==> src/rtl/single_cycle_cpu_pkg.sv <==
// Shared types, timing defaults and the hex-to-7-segment encoder for the GCD processor top.
package single_cycle_cpu_pkg;

  localparam int CLK_HZ_DEF      = 50000000;
  localparam int BAUD_DEF        = 9600;
  localparam int BIT_CYCLES_DEF  = CLK_HZ_DEF / BAUD_DEF;
  localparam int SCAN_CYCLES_DEF = 50000;

  typedef enum logic [1:0] {WAIT_A, WAIT_B, COMPUTE, SEND} ctrl_state_t;
  typedef enum logic [1:0] {RX_IDLE, RX_START, RX_DATA, RX_STOP} rx_state_t;

  // Active-low segments {dp,g,f,e,d,c,b,a}; the decimal point is never lit.
  function automatic logic [7:0] hex7(input logic [3:0] v);
    logic [7:0] seg;
    case (v)
      4'h0: seg = 8'hC0;
      4'h1: seg = 8'hF9;
      4'h2: seg = 8'hA4;
      4'h3: seg = 8'hB0;
      4'h4: seg = 8'h99;
      4'h5: seg = 8'h92;
      4'h6: seg = 8'h82;
      4'h7: seg = 8'hF8;
      4'h8: seg = 8'h80;
      4'h9: seg = 8'h90;
      4'hA: seg = 8'h88;
      4'hB: seg = 8'h83;
      4'hC: seg = 8'hC6;
      4'hD: seg = 8'hA1;
      4'hE: seg = 8'h86;
      default: seg = 8'h8E;
    endcase
    return seg;
  endfunction

endpackage

==> src/rtl/single_cycle_cpu_uart_rx.sv <==
// 8N1 UART receiver: 2-FF synchronizer, mid-start false-start rejection, stop-bit framing check.
module uart_rx
  import single_cycle_cpu_pkg::*;
#(
  parameter int BIT_CYCLES = BIT_CYCLES_DEF
) (
  input  logic       clk,
  input  logic       rst_n,
  input  logic       i_rx,
  output logic       o_valid,
  output logic [7:0] o_data
);

  localparam logic [15:0] FULL_LAST = 16'(BIT_CYCLES - 1);
  localparam logic [15:0] HALF_LAST = 16'(BIT_CYCLES / 2 - 1);

  rx_state_t   r_state;
  logic [1:0]  r_sync;
  logic [15:0] r_cnt;
  logic [2:0]  r_bit;
  logic [7:0]  r_shift;
  logic        r_valid;
  logic [7:0]  r_data;
  logic        w_line;

  assign w_line  = r_sync[1];
  assign o_valid = r_valid;
  assign o_data  = r_data;

  always_ff @(posedge clk or negedge rst_n) begin
    if (!rst_n) begin
      r_state <= RX_IDLE;
      r_sync  <= 2'b11;
      r_cnt   <= '0;
      r_bit   <= '0;
      r_shift <= '0;
      r_valid <= 1'b0;
      r_data  <= '0;
    end else begin
      r_sync  <= {r_sync[0], i_rx};
      r_valid <= 1'b0;
      case (r_state)
        RX_IDLE: begin
          r_cnt <= '0;
          if (!w_line) r_state <= RX_START;
        end
        RX_START: begin
          if (r_cnt == HALF_LAST) begin
            r_cnt   <= '0;
            r_bit   <= '0;
            r_state <= w_line ? RX_IDLE : RX_DATA;
          end else begin
            r_cnt <= r_cnt + 16'd1;
          end
        end
        RX_DATA: begin
          if (r_cnt == FULL_LAST) begin
            r_cnt   <= '0;
            r_shift <= {w_line, r_shift[7:1]};
            r_bit   <= r_bit + 3'd1;
            if (r_bit == 3'd7) r_state <= RX_STOP;
          end else begin
            r_cnt <= r_cnt + 16'd1;
          end
        end
        RX_STOP: begin
          if (r_cnt == FULL_LAST) begin
            r_state <= RX_IDLE;
            // A low stop bit is a framing error; the byte is silently dropped.
            if (w_line) begin
              r_valid <= 1'b1;
              r_data  <= r_shift;
            end
          end else begin
            r_cnt <= r_cnt + 16'd1;
          end
        end
        default: r_state <= RX_IDLE;
      endcase
    end
  end

endmodule

==> src/rtl/single_cycle_cpu.sv <==
// GCD processor top: UART operands in, one Euclid subtraction per clock, result out on UART/LEDs/7-seg.
module single_cycle_cpu
  import single_cycle_cpu_pkg::*;
#(
  parameter int CLK_HZ      = CLK_HZ_DEF,
  parameter int BAUD        = BAUD_DEF,
  parameter int SCAN_CYCLES = SCAN_CYCLES_DEF
) (
  input  logic        clk,
  input  logic        reset,
  input  logic        UART_RX,
  input  logic [7:0]  switch,
  output logic        UART_TX,
  output logic [7:0]  led,
  output logic [11:0] digi
);

  localparam int          BIT_CYCLES = CLK_HZ / BAUD;
  localparam logic [15:0] BIT_LAST   = 16'(BIT_CYCLES - 1);
  localparam logic [15:0] SCAN_LAST  = 16'(SCAN_CYCLES - 1);

  ctrl_state_t r_state, w_state_next;
  logic [7:0]  r_a, r_b, r_led, r_res, r_orig_a, r_pend_data;
  logic        r_pend_valid, r_tx;
  logic [9:0]  r_tx_frame;
  logic [3:0]  r_tx_bit;
  logic [15:0] r_tx_cnt, r_scan_cnt;
  logic        r_scan_on;
  logic [1:0]  r_digit;
  logic        w_rx_valid, w_avail, w_found, w_tx_last;
  logic [7:0]  w_rx_data, w_byte, w_result;
  logic [3:0]  w_nib;
  logic        w_unused_switch;

  assign w_unused_switch = ^switch;

  uart_rx #(.BIT_CYCLES(BIT_CYCLES)) u_rx (
    .clk     (clk),
    .rst_n   (reset),
    .i_rx    (UART_RX),
    .o_valid (w_rx_valid),
    .o_data  (w_rx_data)
  );

  always_comb begin
    // The pending byte is older than a byte arriving this cycle, so it is consumed first.
    w_avail      = r_pend_valid | w_rx_valid;
    w_byte       = r_pend_valid ? r_pend_data : w_rx_data;
    w_found      = 1'b0;
    w_result     = r_a;
    w_tx_last    = (r_tx_cnt == BIT_LAST) && (r_tx_bit == 4'd9);
    w_state_next = r_state;
    if (r_a == 8'd0) begin
      w_found  = 1'b1;
      w_result = r_b;
    end else if (r_b == 8'd0 || r_a == r_b) begin
      w_found = 1'b1;
    end
    case (r_state)
      WAIT_A:  if (w_avail) w_state_next = WAIT_B;
      WAIT_B:  if (w_avail) w_state_next = COMPUTE;
      COMPUTE: if (w_found) w_state_next = SEND;
      SEND:    if (w_tx_last) w_state_next = WAIT_A;
      default: w_state_next = WAIT_A;
    endcase
  end

  always_ff @(posedge clk or negedge reset) begin
    if (!reset) r_state <= WAIT_A;
    else        r_state <= w_state_next;
  end

  always_ff @(posedge clk or negedge reset) begin
    if (!reset) begin
      r_a          <= '0;
      r_b          <= '0;
      r_led        <= '0;
      r_res        <= '0;
      r_orig_a     <= '0;
      r_pend_valid <= 1'b0;
      r_pend_data  <= '0;
      r_tx         <= 1'b1;
      r_tx_frame   <= '1;
      r_tx_bit     <= '0;
      r_tx_cnt     <= '0;
    end else begin
      if (r_state == WAIT_A || r_state == WAIT_B) begin
        if (r_pend_valid) begin
          r_pend_valid <= w_rx_valid;
          if (w_rx_valid) r_pend_data <= w_rx_data;
        end
        if (w_avail && r_state == WAIT_A) begin
          r_a      <= w_byte;
          r_orig_a <= w_byte;
        end else if (w_avail) begin
          r_b <= w_byte;
        end
      end else if (w_rx_valid) begin
        r_pend_valid <= 1'b1;
        r_pend_data  <= w_rx_data;
      end

      if (r_state == COMPUTE) begin
        if (w_found) begin
          r_led      <= w_result;
          r_res      <= w_result;
          r_tx       <= 1'b0;
          r_tx_frame <= {1'b1, w_result, 1'b0};
          r_tx_bit   <= '0;
          r_tx_cnt   <= '0;
        end else if (r_a > r_b) begin
          r_a <= r_a - r_b;
        end else begin
          r_b <= r_b - r_a;
        end
      end

      if (r_state == SEND) begin
        if (r_tx_cnt == BIT_LAST) begin
          r_tx_cnt <= '0;
          if (r_tx_bit != 4'd9) begin
            r_tx_bit   <= r_tx_bit + 4'd1;
            r_tx_frame <= {1'b1, r_tx_frame[9:1]};
            r_tx       <= r_tx_frame[1];
          end
        end else begin
          r_tx_cnt <= r_tx_cnt + 16'd1;
        end
      end
    end
  end

  // The display stays blank for the first scan period, then cycles digit 0..3.
  always_ff @(posedge clk or negedge reset) begin
    if (!reset) begin
      r_scan_cnt <= '0;
      r_scan_on  <= 1'b0;
      r_digit    <= '0;
    end else if (r_scan_cnt == SCAN_LAST) begin
      r_scan_cnt <= '0;
      r_scan_on  <= 1'b1;
      r_digit    <= r_scan_on ? r_digit + 2'd1 : 2'd0;
    end else begin
      r_scan_cnt <= r_scan_cnt + 16'd1;
    end
  end

  always_comb begin
    w_nib = r_res[3:0];
    case (r_digit)
      2'd1:    w_nib = r_res[7:4];
      2'd2:    w_nib = r_orig_a[3:0];
      2'd3:    w_nib = r_orig_a[7:4];
      default: w_nib = r_res[3:0];
    endcase
  end

  assign digi    = r_scan_on ? {~(4'b0001 << r_digit), hex7(w_nib)} : 12'hFFF;
  assign UART_TX = r_tx;
  assign led     = r_led;

endmodule

==> config.mk <==
export PLATFORM = sky130hd
export DESIGN_NAME = single_cycle_cpu
export DESIGN_NICKNAME = d
export VERILOG_FILES = /design/src/rtl/single_cycle_cpu_pkg.sv /design/src/rtl/single_cycle_cpu_uart_rx.sv /design/src/rtl/single_cycle_cpu.sv
export SDC_FILE = /design/constraint.sdc
export NUM_CORES = 1
export LEC_CHECK = 0
export ABC_CLOCK_PERIOD_IN_PS = 3700
export BUFFER_PORTS_ARGS = -buffer_cell sky130_fd_sc_hd__clkbuf_2
export CORE_UTILIZATION = 48
export DETAILED_ROUTE_END_ITERATION = 7
export HOLD_SLACK_MARGIN = 0.15
export MAX_ROUTING_LAYER = met4
export PLACE_DENSITY = 0.68
export SETUP_SLACK_MARGIN = 0.3
export SLEW_MARGIN = 20
export SYNTH_ARGS = -nofsm -noshare
export SYNTH_HDL_FRONTEND = slang
export SYNTH_SLANG_ARGS = --single-unit
export TNS_END_PERCENT = 30
==> constraint.sdc <==
create_clock -name clk -period 3.7 [get_ports clk]
set_clock_uncertainty 0.05 [all_clocks]
set_input_delay 0.555 -clock clk [delete_from_list [all_inputs] [get_ports clk]]
set_output_delay 0.555 -clock clk [all_outputs]
set_load 0.05 [all_outputs]
==> flow_summary.ini, run 1 <==
[cts]
numCtsBuffers = 17
clock-sinks = 132
cts-root-buf = clkbuf_16
path_clk_slew_ps = 60
clock_path_buffers = 2
clock_latency_ps = 430
h-tree-depth = 4
cts_tree = built

[drt]
ant_nets = 0
drt-vias-per-instance = 5.75
vias = 5535
first_pass_iters = 5
routedWlPerCell_um = 16.4
first_iter_violations = 526
wirelength_mm = 15.8
drc = 0

[floorplan]
dieArea_um2 = 15900
die_x_um = 126
fp.coreArea_um2 = 15100
rows = 45
die_h_um = 126
ioPinCount = 32
initial_core_util_pct = 48.8

[final_layout]
drive_gt1_share_pct = 16.5
most-common-layout-cells = dfrtp_1, nor2_1, nand2_1
syn2layout_area_growth_pct = 13.7
nNetsFinal = 811
final_design_area_no_fill_um2 = 8410
utilization_pct = 55.5
final_cells = 963
n_antenna_cell = 0
final_common_cell = dfrtp_1
fillers = 1275

[synth]
syn-cell-area_um2 = 7400
ys_seq_area_share_pct = 44.9
synth-simple-area-share_pct = 17.4
synthFlopType = dfrtp_1
netlist_instances = 738
synth_compound_area_share_pct = 12.8
synth_top_cell_area_share_pct = 40.6
async_flop_share_pct = 100
ys_types = 65
netlist_top_cells_area = dfrtp_1, ha_1, dfstp_2
synth_top_family_by_area = simple AND/OR/NAND/NOR gates
synth_nets = 787
synth-seq-cells = 132
ys_warn_count = 0
syn_area_per_cell_um2 = 10.0
synth_mux_area_share_pct = 9.05
synth_fa_ha_area_share_pct = 6.63
synth_top_area_cell = dfrtp_1
synth-edff-count = 0
yosys.area_share.xor_xnor_pct = 5.33

[timing]
finalCriticalPeriod_ps = 3290
finalSetupViolCount = 0
holdWs_ps = 307
fin_setup_tns_ps = 0
max_slew_margin_pct = 50.3
max_freq_ghz = 0.304
slew_viol_final = 0
tightest_slew_ps = 746
hold_violations = 0
finalCritPeriodShare_pct = 88.9
setup_slack_ps = 410
rsz0062_at_grt = no

[job]
maxCapViolCount = 0

[pwr]
vdd_drop_max_v = 0.000326
p_clk_share_pct = 52.8
seqPwrFrac_pct = 46.1
total_power_mw = 3.14
power_switching_mw = 0.669
p_int_mw = 2.47
power_leakage_nw = 3.74
switching_share_pct = 21.3
combinationalPowerShare_pct = 1.1
power.density_nw_per_um2 = 374

[worst_setup_path]
cp.depth = 7
crit_type = reg -> out
cp-end-kind = output pin
crit_slowest_cell = a222oi_1
slowest_delay_ps = 410
crit_chain = inv_1 > ha_4 > a222oi_1 > mux2i_4 > ha_1 > o311ai_1 > clkbuf_2
cp.required_ps = 3090
r2r_cells = 4
worstPathArrival_ps = 2680
critPathTopFamily = compound AO/OA/AOI/OAI gates
critPathMaxFanout = 6
crit_buf_inv = 2
critPathLaunchType = flip-flop

[placed_design]
routabilityCongestion = 0.885
port_buffers = 22
numPlacedInstances = 928
placed_area_um2 = 7720
hpwl_mm = 11.2
dp_slack_ps = 620

[hold_path]
whs_path_depth = 0
hp-class = reg -> reg

[grt]
grt_overflow = 0
grt_pass1_wl_mm = 26.9
antenna_found_initial = 0
grt_pass1_vias = 5423
grt_max_degree = 60
grt_util_all_layers_pct = 22.0

[status]
status = finished clean
[final cells by class]
type / instances / area [um2] / area share [%]
repair buffers: 36 / 246 / 2.93
clock inverters: 13 / 133 / 1.58
flip-flops and latches: 132 / 3320 / 39.5
inverters: 41 / 154 / 1.83
multi-input cells: 534 / 3870 / 46.0
well taps: 188 / 235 / 2.80
clock buffers: 19 / 453 / 5.39
[synth_stat cells (all sizes together) (5+ instances only)]
master,n
dfrtp,120
nor2,74
nand2,47
inv,41
ha,36
mux2,31
nand3,31
mux2i,29
o21ai,28
clkbuf,25
nor3,25
xor2,24
a211oi,21
a21oi,21
xnor2,21
a22o,12
dfstp,12
nand4,12
nor2b,10
o21a,10
or4,10
nand2b,8
buf,6
nor4,6
o211ai,6
and4,5
[cell families after synthesis]
logic type,count (synthesis)
buf+inv,72
flops,132
fa+ha+maj,38
xor+xnor,45
other cells,1
compound gates,136
simple gates,254
mux,60
[power by group through the flow]
stage,clock network (mW),registers (mW),logic [mW]
floorplan,0,1.47,0.00307
global placement,0,1.47,0.0346
detailed placement,0,1.47,0.0359
CTS,1.69,1.45,0.0378
global route,1.75,1.45,0.0422
finish,1.66,1.45,0.0348
[sequential cells by signal (all words and copies together), names as in the netlist, 9 cells and up, named ones only]
register / cells
r_scan_cnt: 16
r_tx_cnt: 16
u_rx.r_cnt: 16
r_tx_frame: 9
[what timing repair did]
action,4_1_cts,5_1_grt
buffers inserted,0,1
endpoints found under the hold margin,31,0
pin swaps,0,2
hold buffers,2,0
endpoints found under the setup margin,4,7
resized for setup,4,20
[worst paths after layout]
kind	start	end	slack [ps]
setup / recovery	r_digit[1]	digi[2]	410
hold / removal	u_rx.r_sync[0]	u_rx.r_sync[1]	310
setup reg to reg	r_tx_cnt[3]	r_tx_frame[8]	800
hold reg to reg	u_rx.r_sync[0]	u_rx.r_sync[1]	310
max in group asynchronous	reset	r_tx_frame[4]	2150
min in group asynchronous	reset	r_tx_cnt[6]	600
[metal layers]
metal / vias up / routed length (um) / global-route usage [%]
met4: 0 / 169 / 6.38
met1: 2684 / 7460 / 29.1
met2: 134 / 7520 / 33.8
li1: 2696 / - / -
met5: - / 0 / -
met3: 21 / 675 / 4.89
Note: power is estimated with default switching activity, not from simulation.
==> run 2, diff against run 1 <==
--- a/config.mk
+++ b/config.mk
@@ -7,8 +7,11 @@
 export LEC_CHECK = 0
 export ABC_CLOCK_PERIOD_IN_PS = 3700
 export BUFFER_PORTS_ARGS = -buffer_cell sky130_fd_sc_hd__clkbuf_2
+export CAP_MARGIN = 20
 export CORE_UTILIZATION = 48
+export CTS_BUF_LIST = sky130_fd_sc_hd__clkbuf_2 sky130_fd_sc_hd__clkbuf_4 sky130_fd_sc_hd__clkbuf_8
 export DETAILED_ROUTE_END_ITERATION = 7
+export GPL_TIMING_DRIVEN = 0
 export HOLD_SLACK_MARGIN = 0.15
 export MAX_ROUTING_LAYER = met4
 export PLACE_DENSITY = 0.68
==> flow_summary.ini, run 2 (same netlist as run 1, synthesis figures left out) <==
[status]
status = finished clean

[worst_setup_path]
critPathLaunchType = flip-flop
critPathTopFamily = buffers and inverters
reg2reg_from = r_a[6]
worstPathArrival_ps = 2670
crit_top_cell = inv_2
r2r_slack_ps = 600
critPathMaxFanout = 6
cp-end-kind = output pin
r2r_cells = 9
crit_buf_inv = 4
cp.required_ps = 3090
crit_slowest_cell = dfrtp_1
slowest_delay_ps = 420
crit_chain = inv_2 > ha_1 > clkbuf_4 > mux2_4 > inv_2 > ha_2 > mux2i_1 > and3_1 > a41oi_1 > clkbuf_8
crit_type = reg -> out
cp.depth = 10
timing.rr.end = r_tx_frame[8]

[cts]
clock_path_buffers = 2
cts-root-buf = clkbuf_8
clock_latency_ps = 450
cts_tree = built
path_clk_slew_ps = 70
clock-sinks = 132
numCtsBuffers = 17
h-tree-depth = 4

[floorplan]
initial_core_util_pct = 48.8
die_h_um = 126
fp.coreArea_um2 = 15100
die_x_um = 126
rows = 45
dieArea_um2 = 15900
ioPinCount = 32

[drt]
vias = 5750
drc = 0
wirelength_mm = 16.2
first_pass_iters = 7
ant_nets = 0
routed.top_layer = met4
routedWlPerCell_um = 16.4
wl_met2_mm = 7.82
drt-vias-per-instance = 5.83
met3WireLength_um = 872
wl_met1_mm = 7.17
first_iter_violations = 402

[placed_design]
hpwl_mm = 11.7
numPlacedInstances = 949
placed_area_um2 = 7780
port_buffers = 22
routabilityCongestion = 0.919

[final_layout]
utilization_pct = 55.1
final_design_area_no_fill_um2 = 8350
syn2layout_area_growth_pct = 12.9
final_cells = 986
n_antenna_cell = 0
fillers = 1332
nNetsFinal = 834
most-common-layout-cells = dfrtp_1, nor2_1, nand2_1
final_common_cell = dfrtp_1
multi_input_area_um2 = 3830
seqCellArea_um2 = 3320
reg_top3 = r_scan_cnt: 16 flops, r_tx_cnt: 16 flops, u_rx.r_cnt: 16 flops
drive_gt1_share_pct = 15.8

[pwr]
combinationalPowerShare_pct = 1.3
switching_share_pct = 20.4
p_clk_share_pct = 48.1
power.density_nw_per_um2 = 342
vdd_drop_max_v = 0.000237
p_int_mw = 2.27
seqPwrFrac_pct = 50.7
power_leakage_nw = 3.73
power_switching_mw = 0.584

[grt]
grt_pass1_wl_mm = 27.2
grt_overflow = 0
grt_pass1_vias = 5680
grt_util_all_layers_pct = 22.3
antenna_found_initial = 0
grt_max_degree = 90

[timing]
hold_violations = 0
tightest_slew_ps = 838
finalSetupViolCount = 0
rsz0062_at_grt = yes
fin_setup_tns_ps = 0
max_freq_ghz = 0.305
holdWs_ps = 309
finalCriticalPeriod_ps = 3280
max_slew_margin_pct = 44.0
slew_viol_final = 0
finalCritPeriodShare_pct = 88.6

[job]
maxCapViolCount = 0

[hold_path]
hp-class = reg -> reg
min_from = u_rx.r_sync[0]
whs_path_depth = 0
min_to = u_rx.r_sync[1]
[run 2: cell types whose count changed in the layout (fill, tap and decap cells not counted), sizes merged]
cell,delta
bufinv,+2
clkbuf,+31
buf,-3
clkinvlp,-2
inv,-1
clkinv,-4
[run 2: what timing repair did]
| item | CTS | global route |
|---|---|---|
| hold endpoints to repair | 42 | 0 |
| setup endpoints to repair | 7 | 7 |
| buffers inserted | 0 | 3 |
| gates resized for setup | 11 | 20 |
| hold buffers | 2 | 0 |
| pin swaps | 0 | 4 |
[run 2: worst max-delay path by stage]
stage          startpoint            end  slack [ps]
3_3_place_gp        reset  r_scan_cnt[7]          50
3_5_place_dp   r_digit[0]        digi[3]         460
6_report       r_digit[0]        digi[0]         420
5_1_grt        r_digit[1]        digi[5]         250
4_1_cts        r_digit[1]        digi[3]         310
2_1_floorplan  r_digit[0]        digi[5]         210
[run 2: metal layers]
metal / track usage [%] / up-vias
li1: - / 2732
met1: 27.6 / 2829
met2: 35.4 / 156
met3: 5.61 / 33
met4: 7.73 / 0
met5: - / -
[run 2: through the flow]
step | worst slack, ps | total power [mW]
floorplan | 210 | 1.48
CTS | 313 | 2.89
detailed placement | 461 | 1.51
finish | 421 | 2.85
global route | 253 | 2.97
global placement | 47.5 | 1.50
[run 2: power by group through the flow]
stage	Clock (mW)	Combinational [mW]	Sequential, mW
final	1.37	0.0367	1.45
after global routing	1.48	0.0436	1.44
after CTS	1.40	0.0391	1.45
after detailed placement	0	0.0373	1.47
after global placement	0	0.0316	1.47
after floorplan	0	0.00307	1.47
[run 2: layout make-up]
class | count | area share (%)
clock buffer | 24 | 3.66
timing repair buffer | 28 | 2.58
sequential | 132 | 39.7
clock inverter | 8 | 1.78
inverter | 41 | 1.84
multi-input combinational | 534 | 45.9
buffer | 31 | 1.65
tap | 188 | 2.82
==> run 3, diff against run 2 <==
--- a/config.mk
+++ b/config.mk
@@ -8,13 +8,13 @@
 export ABC_CLOCK_PERIOD_IN_PS = 3700
 export BUFFER_PORTS_ARGS = -buffer_cell sky130_fd_sc_hd__clkbuf_2
 export CAP_MARGIN = 20
-export CORE_UTILIZATION = 48
+export CORE_UTILIZATION = 60
 export CTS_BUF_LIST = sky130_fd_sc_hd__clkbuf_2 sky130_fd_sc_hd__clkbuf_4 sky130_fd_sc_hd__clkbuf_8
 export DETAILED_ROUTE_END_ITERATION = 7
 export GPL_TIMING_DRIVEN = 0
 export HOLD_SLACK_MARGIN = 0.15
 export MAX_ROUTING_LAYER = met4
-export PLACE_DENSITY = 0.68
+export PLACE_DENSITY = 0.81
 export SETUP_SLACK_MARGIN = 0.3
 export SLEW_MARGIN = 20
 export SYNTH_ARGS = -nofsm -noshare
==> constraint.sdc (replaced) <==
create_clock -name clk -period 3.7 [get_ports clk]
set_clock_uncertainty 0.05 [all_clocks]
set_input_delay 0.185 -clock clk [delete_from_list [all_inputs] [get_ports clk]]
set_output_delay 0.185 -clock clk [all_outputs]
set_load 0.05 [all_outputs]
==> flow_summary.ini, run 3 (same netlist as run 1, synthesis figures left out) <==
[final_layout]
final_common_cell = dfrtp_1
drive_gt1_share_pct = 14.2
n_antenna_cell = 0
syn2layout_area_growth_pct = 10.2
utilization_pct = 67.8
most-common-layout-cells = dfrtp_1, nor2_1, nand2_1
multi_input_area_um2 = 3800
nNetsFinal = 831
seqCellArea_um2 = 3320
fillers = 913
reg_top3 = r_scan_cnt: 16 flops, r_tx_cnt: 16 flops, u_rx.r_cnt: 16 flops

[cts]
clock-sinks = 132
cts-root-buf = clkbuf_8
path_clk_slew_ps = 80
numCtsBuffers = 17
clock_latency_ps = 450
h-tree-depth = 4
clock_path_buffers = 2
cts_tree = built
cts_setup_buffers = 0

[placed_design]
routabilityCongestion = 0.916
hpwl_mm = 11.3
port_buffers = 22
dp_slack_ps = 731

[worst_setup_path]
critPathCapture = digi[4]
cp.required_ps = 3460
worstPathArrival_ps = 2900
r2r_slack_ps = 680
critPathLaunchType = flip-flop
critPathMaxFanout = 10
cp-end-kind = output pin
critPathLaunch = r_digit[1]
reg2reg_from = r_b[5]
r2r_cells = 8
timing.rr.end = r_tx_frame[8]
crit_type = reg -> out

[drt]
routedWlPerCell_um = 16.5
ant_nets = 0
drt-vias-per-instance = 6.00
first_iter_violations = 488
first_pass_iters = 5
drc = 0
wirelength_mm = 15.6
vias = 5656

[grt]
antenna_found_initial = 0
grt_pass1_wl_mm = 26.6
grt_max_degree = 68
grt_pass1_vias = 5448
grt_overflow = 0
grt_util_all_layers_pct = 27.3

[timing]
slew_viol_final = 0
setup_slack_ps = 562
fin_setup_tns_ps = 0
finalSetupViolCount = 0
hold_violations = 0
max_freq_ghz = 0.319
max_slew_margin_pct = 39.7
rsz0062_at_grt = yes
tightest_slew_ps = 897
finalCritPeriodShare_pct = 84.8
finalCriticalPeriod_ps = 3140

[hold_path]
hp-class = in -> async

[pwr]
power.density_nw_per_um2 = 329
vdd_drop_max_v = 0.000278
combinationalPowerShare_pct = 1.4
switching_share_pct = 23.4
p_int_mw = 2.05
seqPwrFrac_pct = 53.9
p_clk_share_pct = 44.7
power_switching_mw = 0.626
power_leakage_nw = 3.66

[floorplan]
rows = 40
die_x_um = 113
fp.coreArea_um2 = 12000
ioPinCount = 32
die_h_um = 113
initial_core_util_pct = 61.6
dieArea_um2 = 12800

[job]
maxCapViolCount = 0

[status]
status = finished clean
[run 3: changes by cell type in the layout (fill, tap and decap cells not counted), moves of 2 or more]
cell / delta
buf_4: -5
clkbuf_4: -5
clkbuf_2: +4
clkbuf_8: -4
inv_1: +4
inv_2: -4
inv_6: +4
clkinv_2: +3
ha_1: +3
buf_6: -2
bufinv_16: -2
clkbuf_1: +2
ha_2: -2
[run 3: how the worst min path moves through the flow]
stage                  from              to  depth (start not counted)
floorplan             reset       async pin                          0
global placement    UART_RX  u_rx.r_sync[0]                          1
detailed placement    reset     r_tx_cnt[5]                          1
CTS                   reset          r_b[7]                          2
global route          reset     r_tx_bit[2]                          2
finish                reset     r_tx_cnt[5]                          2
[run 3: worst max-delay path, stage by stage (launching register included)]
cell and delay [ps]:
dfrtp_1 370, inv_1 100, ha_1 260, a222oi_1 470
mux2_2 260, clkbuf_1 330, o211ai_1 180, o211ai_1 160
clkbuf_2 320
[run 3: per-stage QoR]
step	std cells	power, mW	hold slack, ps	instance area (um2)
final	942	2.68	217	8150
after global routing	942	2.78	258	8150
after CTS	942	2.71	238	8140
after detailed placement	908	1.51	160	7730
after global placement	907	1.50	228	7690
after floorplan	738	1.48	-161	7400
[run 3: power by group through the flow]
| stage | clock, mW | combinational, mW | sequential, mW |
|---|---|---|---|
| 2_1_floorplan | 0 | 0.00307 | 1.47 |
| 3_3_place_gp | 0 | 0.0312 | 1.47 |
| 3_5_place_dp | 0 | 0.0369 | 1.47 |
| 4_1_cts | 1.22 | 0.0385 | 1.44 |
| 5_1_grt | 1.30 | 0.0430 | 1.44 |
| 6_report | 1.20 | 0.0362 | 1.44 |
[run 3: layer usage]
layer  wire, um  vias to the layer above  global-route usage, %
li1           -                     2722                      -
met1       7250                     2798                   36.1
met2       7500                      119                   42.5
met3        621                       17                   6.32
met4        201                        0                   7.46
met5          0                        -                      -
[run 3: final cells by class]
type	count	share of cell area (%)
Tap cell	147	2.26
Timing Repair Buffer	25	2.04
Buffer	31	1.63
Inverter	41	1.89
Clock buffer	17	2.87
Clock inverter	15	1.90
Multi-Input combinational cell	534	46.7
Sequential cell	132	40.7
[run 3: repair_timing]
item | CTS | global route
endpoints found under the hold margin | 131 | 0
hold buffers | 2 | 0
setup endpoints to repair | 0 | 6
gates resized for setup | 0 | 4
